### config.mk
export PLATFORM = sky130hd
export DESIGN_NAME = instr_fetch
export DESIGN_NICKNAME = d
export VERILOG_FILES = /design/src/rtl/instr_fetch.sv
export SDC_FILE = /design/constraint.sdc
export NUM_CORES = 1
export LEC_CHECK = 0
export BUFFER_PORTS_ARGS = -buffer_cell sky130_fd_sc_hd__buf_2
export CORE_MARGIN = 3
export CORE_UTILIZATION = 40
export DETAILED_ROUTE_END_ITERATION = 8
export HOLD_SLACK_MARGIN = 0.08
export SYNTH_ARGS = -nofsm -noshare
export SYNTH_HDL_FRONTEND = slang
export SYNTH_SLANG_ARGS = --single-unit
### constraint.sdc
create_clock -name CLK -period 3.7 [get_ports CLK]
set_input_delay 0.185 -clock CLK [delete_from_list [all_inputs] [get_ports CLK]]
set_output_delay 0.185 -clock CLK [all_outputs]
set_load 0.1 [all_outputs]
### src/rtl/instr_fetch.sv
// ============================================================================
// Module      : instr_fetch
// Description : Instruction fetch unit. Reads one- or two-byte instructions
//               from a registered ROM, presents them to the decoder, and
//               redirects the PC for branch, call/return and interrupts.
// Revision    : 1.0 - initial release
// ============================================================================
`default_nettype none

module instr_fetch #(
  parameter logic [7:0] RESET_VECTOR = 8'h00,
  parameter int         STACK_DEPTH  = 4
) (
  input  logic       CLK,
  input  logic       RESET,
  output logic [7:0] ROM_ADDRESS,
  input  logic [7:0] ROM_DATA,
  output logic       INSTR_VALID,
  input  logic       INSTR_READY,
  output logic [7:0] OPCODE,
  output logic [7:0] OPERAND,
  input  logic       BRANCH_EN,
  input  logic [7:0] BRANCH_ADDR,
  input  logic       CALL_EN,
  input  logic       RET_EN,
  input  logic       IRET_EN,
  input  logic [1:0] IRQ,
  output logic [1:0] IRQ_ACK,
  output logic       STACK_ERR
);

  localparam int SPW = $clog2(STACK_DEPTH + 1);
  localparam int IW  = $clog2(STACK_DEPTH);
  localparam logic [SPW-1:0] c_FULL = SPW'(STACK_DEPTH);

  typedef enum logic [2:0] {
    OP_ADDR  = 3'd0,
    OP_WAIT  = 3'd1,
    ARG_ADDR = 3'd2,
    ARG_WAIT = 3'd3,
    PRESENT  = 3'd4,
    VEC_ADDR = 3'd5,
    VEC_WAIT = 3'd6
  } state_t;

  state_t           r_state;
  logic [7:0]       r_pc;
  logic [7:0]       r_rom_addr;
  logic             r_valid;
  logic [7:0]       r_opcode;
  logic [7:0]       r_operand;
  logic [1:0]       r_irq_ack;
  logic             r_err;
  logic             r_ien;
  logic [SPW-1:0]   r_sp;
  logic [7:0]       r_stack [STACK_DEPTH];

  logic             w_hs;
  logic [7:0]       w_seq_pc;
  logic [7:0]       w_next_pc;
  logic [7:0]       w_stack [STACK_DEPTH];
  logic [SPW-1:0]   w_sp;
  logic             w_err;
  logic             w_ien;
  logic             w_take;
  logic [1:0]       w_ack;
  logic [7:0]       w_vec;

  assign w_hs     = r_valid & INSTR_READY;
  assign w_seq_pc = r_pc + (r_opcode[7] ? 8'd2 : 8'd1);

  // Handshake resolution: the instruction's own stack op first, then an
  // interrupt may push the resulting next PC on top of it in the same cycle.
  always_comb begin
    w_stack   = r_stack;
    w_sp      = r_sp;
    w_err     = 1'b0;
    w_ien     = r_ien;
    w_next_pc = w_seq_pc;
    w_take    = 1'b0;
    w_ack     = 2'b00;
    w_vec     = 8'hFF;
    if (RET_EN || IRET_EN) begin
      if (w_sp == '0) begin
        w_next_pc = RESET_VECTOR;
        w_err     = 1'b1;
      end else begin
        w_sp      = w_sp - SPW'(1);
        w_next_pc = r_stack[w_sp[IW-1:0]];
      end
      if (IRET_EN) w_ien = 1'b1;
    end else if (CALL_EN) begin
      w_next_pc = BRANCH_ADDR;
      if (w_sp == c_FULL) begin
        w_err = 1'b1;
      end else begin
        w_stack[w_sp[IW-1:0]] = w_seq_pc;
        w_sp                  = w_sp + SPW'(1);
      end
    end else if (BRANCH_EN) begin
      w_next_pc = BRANCH_ADDR;
    end
    // Enable is judged before this instruction, so an IRET returns first.
    if (r_ien && (IRQ != 2'b00)) begin
      w_take = 1'b1;
      w_ien  = 1'b0;
      if (w_sp == c_FULL) begin
        w_err = 1'b1;
      end else begin
        w_stack[w_sp[IW-1:0]] = w_next_pc;
        w_sp                  = w_sp + SPW'(1);
      end
      if (IRQ[0]) begin
        w_ack = 2'b01;
        w_vec = 8'hFF;
      end else begin
        w_ack = 2'b10;
        w_vec = 8'hFE;
      end
    end
  end

  always_ff @(posedge CLK) begin
    if (RESET) begin
      r_state    <= OP_ADDR;
      r_pc       <= RESET_VECTOR;
      r_rom_addr <= RESET_VECTOR;
      r_valid    <= 1'b0;
      r_opcode   <= 8'h00;
      r_operand  <= 8'h00;
      r_irq_ack  <= 2'b00;
      r_err      <= 1'b0;
      r_ien      <= 1'b1;
      r_sp       <= '0;
    end else begin
      r_irq_ack <= 2'b00;
      case (r_state)
        OP_ADDR: r_state <= OP_WAIT;
        OP_WAIT: begin
          r_opcode <= ROM_DATA;
          if (ROM_DATA[7]) begin
            r_rom_addr <= r_pc + 8'd1;
            r_state    <= ARG_ADDR;
          end else begin
            r_operand <= 8'h00;
            r_valid   <= 1'b1;
            r_state   <= PRESENT;
          end
        end
        ARG_ADDR: r_state <= ARG_WAIT;
        ARG_WAIT: begin
          r_operand <= ROM_DATA;
          r_valid   <= 1'b1;
          r_state   <= PRESENT;
        end
        PRESENT: begin
          if (w_hs) begin
            r_valid <= 1'b0;
            r_stack <= w_stack;
            r_sp    <= w_sp;
            r_err   <= r_err | w_err;
            r_ien   <= w_ien;
            if (w_take) begin
              r_irq_ack  <= w_ack;
              r_rom_addr <= w_vec;
              r_state    <= VEC_ADDR;
            end else begin
              r_pc       <= w_next_pc;
              r_rom_addr <= w_next_pc;
              r_state    <= OP_ADDR;
            end
          end
        end
        VEC_ADDR: r_state <= VEC_WAIT;
        VEC_WAIT: begin
          r_pc       <= ROM_DATA;
          r_rom_addr <= ROM_DATA;
          r_state    <= OP_ADDR;
        end
        default: r_state <= OP_ADDR;
      endcase
    end
  end

  assign ROM_ADDRESS = r_rom_addr;
  assign INSTR_VALID = r_valid;
  assign OPCODE      = r_opcode;
  assign OPERAND     = r_operand;
  assign IRQ_ACK     = r_irq_ack;
  assign STACK_ERR   = r_err;

endmodule

`default_nettype wire
==> key figures, run 1 <==
Finish
  – Reg area: 1820 µm²
  – Most frequent cells in the layout: 52 x nor2_1, 52 x buf_2, 43 x dfxtp_1, 37 x mux2i_1, 33 x o21ai_0
  – Antenna Cells: 0
  – Footprint of the multi-input gates: 2600 µm²
  – Area Overhead vs Synth: 13.5%
  – Nets@finish: 553
  – Post-route cell area: 5250 µm²
  – Filler Cell Count: 1,031
  – Share of cells above drive strength 1: 23.5%

Die
  – Die X: 114 µm
  – I/O pins: 53
  – Die Y: 114 µm
  – Initial core utilization: 41.7%
  – Row count: 38
  – Core region area: 11,100 µm²
  – Die ar.: 12,900 µm²

CTS
  – Post-CTS resize count: 0
  – Hold_buf cts: 0
  – Setup Fix Bufs, Post-CTS: 0
  – Clk_lat worst skew: 340 ps
  – Root Driver: clkbuf_16
  – CTS tree: yes
  – CTS sink count: 75
  – Worst-path clk slew: 60 ps
  – Clock buffer depth: 2
  – TritonCTS buffer count: 9
  – H-tree Lvls: 3

Global routing
  – First-pass GRT wire length: 21.0 mm
  – Busiest layer in global routing: met2
  – Total GRT Usage: 20.8%
  – Pin count of the biggest net entering global routing: 36
  – Initial antenna violation count: 0
  – GR Util met3: 3.40%
  – Met2 GRT Util: 31.7%
  – Grt met1 use: 29.7%
  – Vias in the first global route: 3,760
  – GR Overflow Total: 0

Logic synthesis
  – Avg Synthesized Cell Area: 9.71 µm²
  – Synthesized instance count: 476
  – Top FF cell, synth: dfxtp_1
  – Async SR Flop Fraction: 0%
  – Net Count, Synth: 514
  – Register area share after synthesis: 39.4%
  – Yosys cell types: 70
  – Synth warnings: 0
  – Yosys reg bits: 75
  – Area of the mapped netlist: 4620 µm²
  – EDFF count, synth: 32

Status
  – Outcome: finished clean

Routing
  – Routed Wire Length: 12.9 mm
  – Antenna-violating nets left: 0
  – Routed vias/inst: 5.86
  – WL/cell: 19.6 µm
  – DR vias: 3,865
  – Initial DRC count: 412
  – TritonRoute pass-1 iters: 5
  – DR DRC count: 0

Power and ir drop
  – Reg power frac: 41.5%
  – Switching share of power: 31.0%
  – Leakage: 0.00212 µW
  – Peak supply drop: 208 µV
  – Comb power frac: 17.6%
  – Clock power share: 40.9%
  – Switching power total: 680 µW
  – Pint: 1510 µW
  – PD cells: 418 nW/µm²

Timing
  – RSZ-0062 raised after global routing: false
  – Final Hold Viols: 0
  – Period utilisation layout: 87.1%
  – Slew Viols, Final: 0
  – Setup TNS: 0 ps
  – Fmax: 0.310 GHz
  – Clock skew: 6.96 ps
  – Slew headroom: 43.2%
  – Final min period: 3220 ps
  – Worst-margin pin slew: 851 ps
  – # setup viols final: 0

Place
  – DP HPWL: 9.18 mm
  – Port bufs: 52
  – GPL Wtd Cong: 0.915
  – Placed instance area: 4950 µm²

Worst setup path
  – Crit-path cells: inv_1 -> ha_1 -> nor2b_1 -> nor3_1 -> a211o_1 -> inv_1 -> ha_1 -> inv_1 -> o31a_2 -> nand2_2 -> mux2_2
  – Worst-path fanout max: 8
  – Worst setup EP type: register
  – Critical path class: reg -> reg
  – Crit path arrival time: 3310 ps
  – R2R setup slack: 480 ps
  – Worst path max stage delay: 400 ps
  – Crit start category: register
  – Crit path max-delay cell type: o31a_2
  – Crit-path most repeated cell: inv_1
  – CP Data Required Time: 3790 ps

Hold path
  – Hold crit path type: in -> reg

Run
  – Max-cap violations: 0
-- registers in the layout (all words and copies together) (netlist names) --
name	flops
INSTR_VALID	1
IRQ_ACK	2
OPCODE	8
OPERAND	8
ROM_ADDRESS	8
STACK_ERR	1
r_ien	1
r_pc	8
r_sp	3
r_stack	32
r_state	3
-- metal layers --
metal,up-vias,wire (µm)
li1,1853,-
met1,1855,5910
met2,142,5880
met3,15,906
met4,0,223
met5,-,0
-- critical path: cells and delay by family, from the launching register on --
family	cells	cell delay, ps
AOI/OAI and AO/OA	2	740
and+or+nand+nor	3	660
adders and majority gates	2	520
muxes	1	370
buffers and inverters	3	360
DFF	1	310
-- layout make-up --
type	instances	share of cell area, %
Clock buffer	9	4.29
Clock inverter	7	1.38
Inverter	12	0.858
Multi-Input combinational cell	359	49.6
Sequential cell	75	34.7
Tap cell	140	3.34
Timing Repair Buffer	58	5.82
-- cell usage after synthesis (5+ instances only) --
| library cell | number | share of area (%) |
|---|---|---|
| nor2_1 | 53 | 4.3 |
| dfxtp_1 | 43 | 19 |
| mux2i_1 | 37 | 8.0 |
| o21ai_0 | 33 | 3.6 |
| a21oi_1 | 32 | 3.5 |
| edfxtp_1 | 32 | 21 |
| nand2_1 | 31 | 2.5 |
| clkbuf_1 | 16 | 1.3 |
| mux2_2 | 14 | 3.4 |
| ha_1 | 12 | 3.2 |
| inv_1 | 12 | 0.97 |
| nand3_1 | 12 | 1.3 |
| nor3_1 | 10 | 1.1 |
| mux4_2 | 8 | 3.9 |
| a22oi_1 | 7 | 1.1 |
| xnor2_1 | 7 | 1.3 |
| buf_2 | 6 | 0.65 |
| a211o_1 | 5 | 0.95 |
| a211oi_1 | 5 | 0.81 |
| a31oi_1 | 5 | 0.68 |
| nand4_1 | 5 | 0.68 |
| nor2b_1 | 5 | 0.68 |
-- power by group through the flow --
stage / sequential, µW / clock [µW] / combinational (µW)
detailed placement: 927 / 0 / 383
finish: 910 / 896 / 385
floorplan: 1050 / 0 / 172
global route: 914 / 947 / 409
CTS: 910 / 910 / 385
global placement: 926 / 0 / 382
-- path summary, 6_finish.rpt --
| kind | to | from | cells after the start |
|---|---|---|---|
| max | r_stack[22] | r_sp[0] | 11 |
| min | IRQ_ACK[1] | IRQ[0] | 2 |
| max reg2reg | r_stack[22] | r_sp[0] | 11 |
| min reg2reg | STACK_ERR | STACK_ERR | 1 |
-- through the flow --
step                setup slack, ps  power [µW]  util (%)  hold WS, ps  cells
floorplan                       348        1220         -          264    476
global placement                609        1310      44.7          431    644
detailed placement              485        1310      44.7          446    644
CTS                             461        2200      47.4         84.9    660
global route                    224        2270      47.4         94.4    660
finish                          478        2190      47.4         90.5    660
-- cells by family after synthesis --
group                      Yosys count  share of synthesized area [%]
and+or+nand+nor                    147                           15.8
AOI/OAI and AO/OA                  129                           19.2
DFF                                 75                           39.4
muxes                               59                           15.3
buffers and inverters               42                           4.47
adders and majority gates           13                           3.68
xor gates and xnor gates            11                           2.08
Note: power is estimated with default switching activity, not from simulation.
==> run 2, diff against run 1 <==
Settings changed: CORE_UTILIZATION 40 to 47, PLACE_DENSITY set to 0.66, TNS_END_PERCENT set to 5.
==> key figures, run 2 (same netlist as run 1, synthesis figures left out) <==
Status
  – Outcome: finished clean

Finish
  – Share of cells above drive strength 1: 23.6% (+0.10 points)
  – Area Overhead vs Synth: 11.5%
  – Antenna Cells: 0 (unchanged)
  – Max reg flops: 32 (unchanged)
  – Most frequent cells in the layout: 52 x nor2_1, 52 x buf_2, 43 x dfxtp_1, 37 x mux2i_1, 33 x o21ai_0
  – Fin cells: 651 (-1.4%)
  – Nets@finish: 555 (+0.36%)
  – Largest register by flop count: r_stack
  – Core Util, Final: 54.8% (+7.4 points)

Die
  – Core region area: 9420 µm² (-15%)
  – I/O pins: 53 (unchanged)
  – Initial core utilization: 49.1% (+7.4 points)
  – Die ar.: 11,100 µm² (-14%)
  – Row count: 35 (-7.9%)
  – Die Y: 105 µm (-7.3%)
  – Die X: 105 µm (-7.3%)

Global routing
  – GR Overflow Total: 0 (unchanged)
  – First-pass GRT wire length: 20.1 mm (-4.3%)
  – Total GRT Usage: 23.1% (+2.3 points)
  – Pin count of the biggest net entering global routing: 36 (unchanged)
  – Vias in the first global route: 3,688 (-1.9%)
  – Initial antenna violation count: 0 (unchanged)

Place
  – GPL Wtd Cong: 0.865 (-5.5%)
  – DP HPWL: 8.79 mm (-4.3%)
  – Inst Count DP: 634 (-1.6%)
  – Port bufs: 52 (unchanged)

CTS
  – Root Driver: clkbuf_8
  – CTS sink count: 75 (unchanged)
  – Post-CTS resize count: 0 (unchanged)
  – TritonCTS buffer count: 9 (unchanged)
  – Clk_lat worst skew: 370 ps (+30 ps)
  – Clock buffer depth: 2 (unchanged)
  – H-tree Lvls: 3 (unchanged)
  – CTS tree: yes
  – Worst-path clk slew: 90 ps (+30 ps)
  – Setup Fix Bufs, Post-CTS: 0 (unchanged)

Worst setup path
  – Crit start category: register
  – CP Data Required Time: 3810 ps (+20 ps)
  – Critical path class: reg -> reg
  – Worst-path fanout max: 10 (+2)
  – Crit path arrival time: 3310 ps (about the same)
  – Worst setup EP type: register

Power and ir drop
  – Leakage: 0.00208 µW (-1.7%)
  – Tot Pwr: 1950 µW (-11%)
  – Peak supply drop: 216 µV (+4.0%)
  – PD cells: 377 nW/µm² (-9.6%)

Timing
  – # setup viols final: 0 (unchanged)
  – Setup TNS: 0 ps (unchanged)
  – Clock skew: 14.7 ps (+7.77 ps)
  – RSZ-0062 raised after global routing: false
  – Final Hold Viols: 0 (unchanged)
  – Fmax: 0.313 GHz (+0.87%)
  – Worst-margin pin slew: 971 ps (+120 ps)
  – Final min period: 3190 ps (-27.7 ps)
  – Worst Hold Margin: 118 ps (+27.8 ps)
  – Slew headroom: 34.7% (-8.5 points)
  – Period utilisation layout: 86.3% (-0.75 points)
  – Slew Viols, Final: 0 (unchanged)

Routing
  – Routed Wire Length: 12.4 mm (-3.7%)
  – WL/cell: 19.1 µm (-2.4%)
  – TritonRoute pass-1 iters: 5 (unchanged)
  – Initial DRC count: 284 (-31%)
  – Routed vias/inst: 5.99 (+2.3%)
  – DR vias: 3,900 (+0.91%)
  – DR DRC count: 0 (unchanged)
  – Antenna-violating nets left: 0 (unchanged)

Hold path
  – Hold crit path type: in -> reg

Run
  – Max-cap violations: 0 (unchanged)
==> run 2: repair_timing <==
item | in CTS | in global routing
endpoints found under the setup margin | 0 | 0
hold buffers | 1 | 0
endpoints found under the hold margin | 1 | 0
==> run 2: power by group <==
part	internal, µW	switching (µW)	leakage [µW]
Sequential	884	24.6	0.000638
Combinational	103	286	0.00134
Clock	311	338	0.000107
Total	1300	648	0.00208
==> run 2: area by class of cell <==
class	instances	area [µm²]
clock buffer	11	163
clock inverter	5	38.8
fill	863	4260
inverter	12	45.0
multi-input combinational	359	2600
sequential	75	1820
tap	129	161
timing repair buffer	60	323
==> run 2: path summary, 6_finish.rpt <==
path / startpoint / end / slack (ps) / depth (start not counted)
hold reg to reg: STACK_ERR / STACK_ERR / 480 / 1
hold / removal: INSTR_READY / r_state[0] / 120 / 3
setup / recovery: r_sp[1] / r_stack[22] / 510 / 10
setup reg to reg: r_sp[1] / r_stack[22] / 510 / 10
==> run 2: through the flow <==
stage	area [µm²]	setup WS [ps]
floorplan	4620	348
global placement	4940	599
detailed placement	4940	517
CTS	5150	497
global route	5150	317
finish	5150	506
==> run 2: per-layer routing <==
metal / vias to the layer above / GRT usage (%) / wire (µm)
met5: - / 0 / 0
met4: 0 / 6.84 / 168
met3: 15 / 4.26 / 921
met2: 172 / 34.4 / 5520
met1: 1866 / 33.9 / 5840
li1: 1847 / - / -
==> run 2: critical path, stage by stage, from the launching register on <==
cell	delay [ps]
dfxtp_1	400
inv_1	120
ha_1	580
nor3_1	110
a211o_1	340
inv_1	90
ha_1	210
inv_1	100
o31a_2	390
nand2_2	240
mux2_2	370
==> run 3, diff against run 2 <==
Settings changed: BUFFER_PORTS_ARGS -buffer_cell sky130_fd_sc_hd__buf_2 to -buffer_cell sky130_fd_sc_hd__clkbuf_2.
==> key figures, run 3 (same netlist as run 1, synthesis figures left out) <==
CTS
  – Worst-path clk slew: 90 ps (about the same)
  – Root Driver: clkbuf_8
  – CTS sink count: 75 (unchanged)
  – Clock buffer depth: 2 (unchanged)
  – Setup Fix Bufs, Post-CTS: 0 (unchanged)
  – CTS tree: yes
  – H-tree Lvls: 3 (unchanged)
  – Post-CTS resize count: 0 (unchanged)
  – Hold_buf cts: 1 (unchanged)
  – Clk_lat worst skew: 360 ps (about the same)
  – TritonCTS buffer count: 9 (unchanged)

Finish
  – Post-route cell area: 5150 µm² (about the same)
  – Most frequent cells in the layout: 52 x nor2_1, 52 x clkbuf_2, 43 x dfxtp_1, 37 x mux2i_1, 33 x o21ai_0
  – Largest register by flop count: r_stack
  – Nets@finish: 553 (-0.36%)
  – Share of cells above drive strength 1: 23.1% (-0.49 points)
  – Filler Cell Count: 867 (+0.46%)
  – Antenna Cells: 0 (unchanged)
  – Area Overhead vs Synth: 11.4% (about the same)
  – Max reg flops: 32 (unchanged)

Worst setup path
  – CP delay by family, top: compound AO/OA/AOI/OAI gates
  – Crit-path cells: inv_1 -> ha_1 -> nor2b_1 -> nor3_1 -> a211o_1 -> inv_1 -> ha_1 -> inv_1 -> o31a_2 -> nand2_2 -> mux2_2
  – Critical path class: reg -> reg
  – Worst setup EP type: register
  – Sum of buffers and inverters on the critical path: 3 (unchanged)
  – Crit-path most repeated cell: inv_1
  – Worst-path fanout max: 8 (-2)
  – Crit path arrival time: 3430 ps (+120 ps)
  – Crit path max-delay cell type: o31a_2
  – Worst path max stage delay: 400 ps (-180 ps)
  – CP Data Required Time: 3810 ps (about the same)
  – Crit start category: register

Routing
  – Routed vias/inst: 5.91 (-1.3%)
  – Routed Wire Length: 12.4 mm (-0.55%)
  – DR DRC count: 0 (unchanged)
  – DR vias: 3,837 (-1.6%)
  – Antenna-violating nets left: 0 (unchanged)
  – TritonRoute pass-1 iters: 6 (+1)
  – Initial DRC count: 298 (+4.9%)
  – WL/cell: 19.1 µm (-0.25%)

Timing
  – Slew headroom: 34.1% (-0.58 points)
  – Final Hold Viols: 0 (unchanged)
  – Worst-margin pin slew: 980 ps (+8.64 ps)
  – Period utilisation layout: 89.9% (+3.5 points)
  – Final min period: 3330 ps (+131 ps)
  – Setup TNS: 0 ps (unchanged)
  – Fmax: 0.301 GHz (-3.9%)
  – Slew Viols, Final: 0 (unchanged)
  – RSZ-0062 raised after global routing: false
  – Clock skew: 16.4 ps (+1.63 ps)
  – # setup viols final: 0 (unchanged)

Global routing
  – Initial antenna violation count: 0 (unchanged)
  – Vias in the first global route: 3,709 (+0.57%)
  – GR Overflow Total: 0 (unchanged)
  – First-pass GRT wire length: 20.2 mm (+0.62%)
  – Pin count of the biggest net entering global routing: 36 (unchanged)
  – Total GRT Usage: 22.9% (-0.11 points)

Power and ir drop
  – Peak supply drop: 229 µV (+5.9%)
  – PD cells: 384 nW/µm² (+1.8%)
  – Leakage: 0.00206 µW (-1.1%)

Place
  – GPL Wtd Cong: 0.846 (-2.2%)
  – DP HPWL: 8.78 mm (-0.10%)
  – Port bufs: 52 (unchanged)
  – Placed instance area: 4930 µm² (-0.30%)

Die
  – Initial core utilization: 49.1% (unchanged)
  – Die X: 105 µm (unchanged)
  – I/O pins: 53 (unchanged)
  – Core region area: 9420 µm² (unchanged)
  – Die ar.: 11,100 µm² (unchanged)
  – Row count: 35 (unchanged)
  – Die Y: 105 µm (unchanged)

Hold path
  – Hold crit path type: in -> reg

Run
  – Max-cap violations: 0 (unchanged)

Status
  – Outcome: finished clean
run 3: changes by cell type in the layout (fill, tap and decap cells not counted):
cell       change
buf_2         -52
clkbuf_2      +52
inv_6          -3
buf_4          -2
clkinv_4       +2
bufinv_16      +1
clkbuf_1       +1
clkbuf_8       -1
clkinv_2       +1
inv_4          -1
run 3: worst paths after layout:
| kind | from | end | slack [ps] | depth (start not counted) |
|---|---|---|---|---|
| worst max-delay path | r_sp[1] | r_stack[14] | 370 | 11 |
| worst min-delay path | ROM_DATA[0] | OPCODE[0] | 110 | 3 |
| worst max register to register | r_sp[1] | r_stack[14] | 370 | 11 |
| worst min register to register | STACK_ERR | STACK_ERR | 490 | 1 |
run 3: cell type report:
class                      count  area, µm²  area share (%)
tap                          129        161            3.13
clock inverter                 5       58.8            1.14
clock buffer                  11        153            2.96
sequential                    75       1820            35.4
inverter                      12       45.0           0.875
timing repair buffer          58        308            5.98
multi-input combinational    359       2600            50.5
run 3: metrics by stage:
step	hold slack, ps	worst slack [ps]	util [%]	power (µW)	std cells
after floorplan	264	348	-	1220	476
after global placement	443	602	52.3	1310	632
after detailed placement	444	458	52.3	1310	632
after CTS	100	447	54.7	1990	649
after global routing	134	219	54.7	2050	649
final	111	375	54.7	1980	649
run 3: worst reg2reg max path, cell delays in order, from the launching register on:
cell	delay, ps
dfxtp_1	350
inv_1	150
ha_1	300
nor2b_1	350
nor3_1	90
a211o_1	350
inv_1	100
ha_1	220
inv_1	110
o31a_2	400
nand2_2	270
mux2_2	390
run 3: metal layers:
layer | up-vias | GRT usage, % | wire, µm
li1 | 1847 | - | -
met1 | 1854 | 32.7 | 5730
met2 | 123 | 34.9 | 5630
met3 | 13 | 5.56 | 860
met4 | 0 | 5.81 | 149
met5 | - | 0 | 0
run 3: where the power goes:
group / internal [µW] / switching, µW
Sequential: 884 / 24.7
Clock: 355 / 330
Combinational: 99.5 / 285
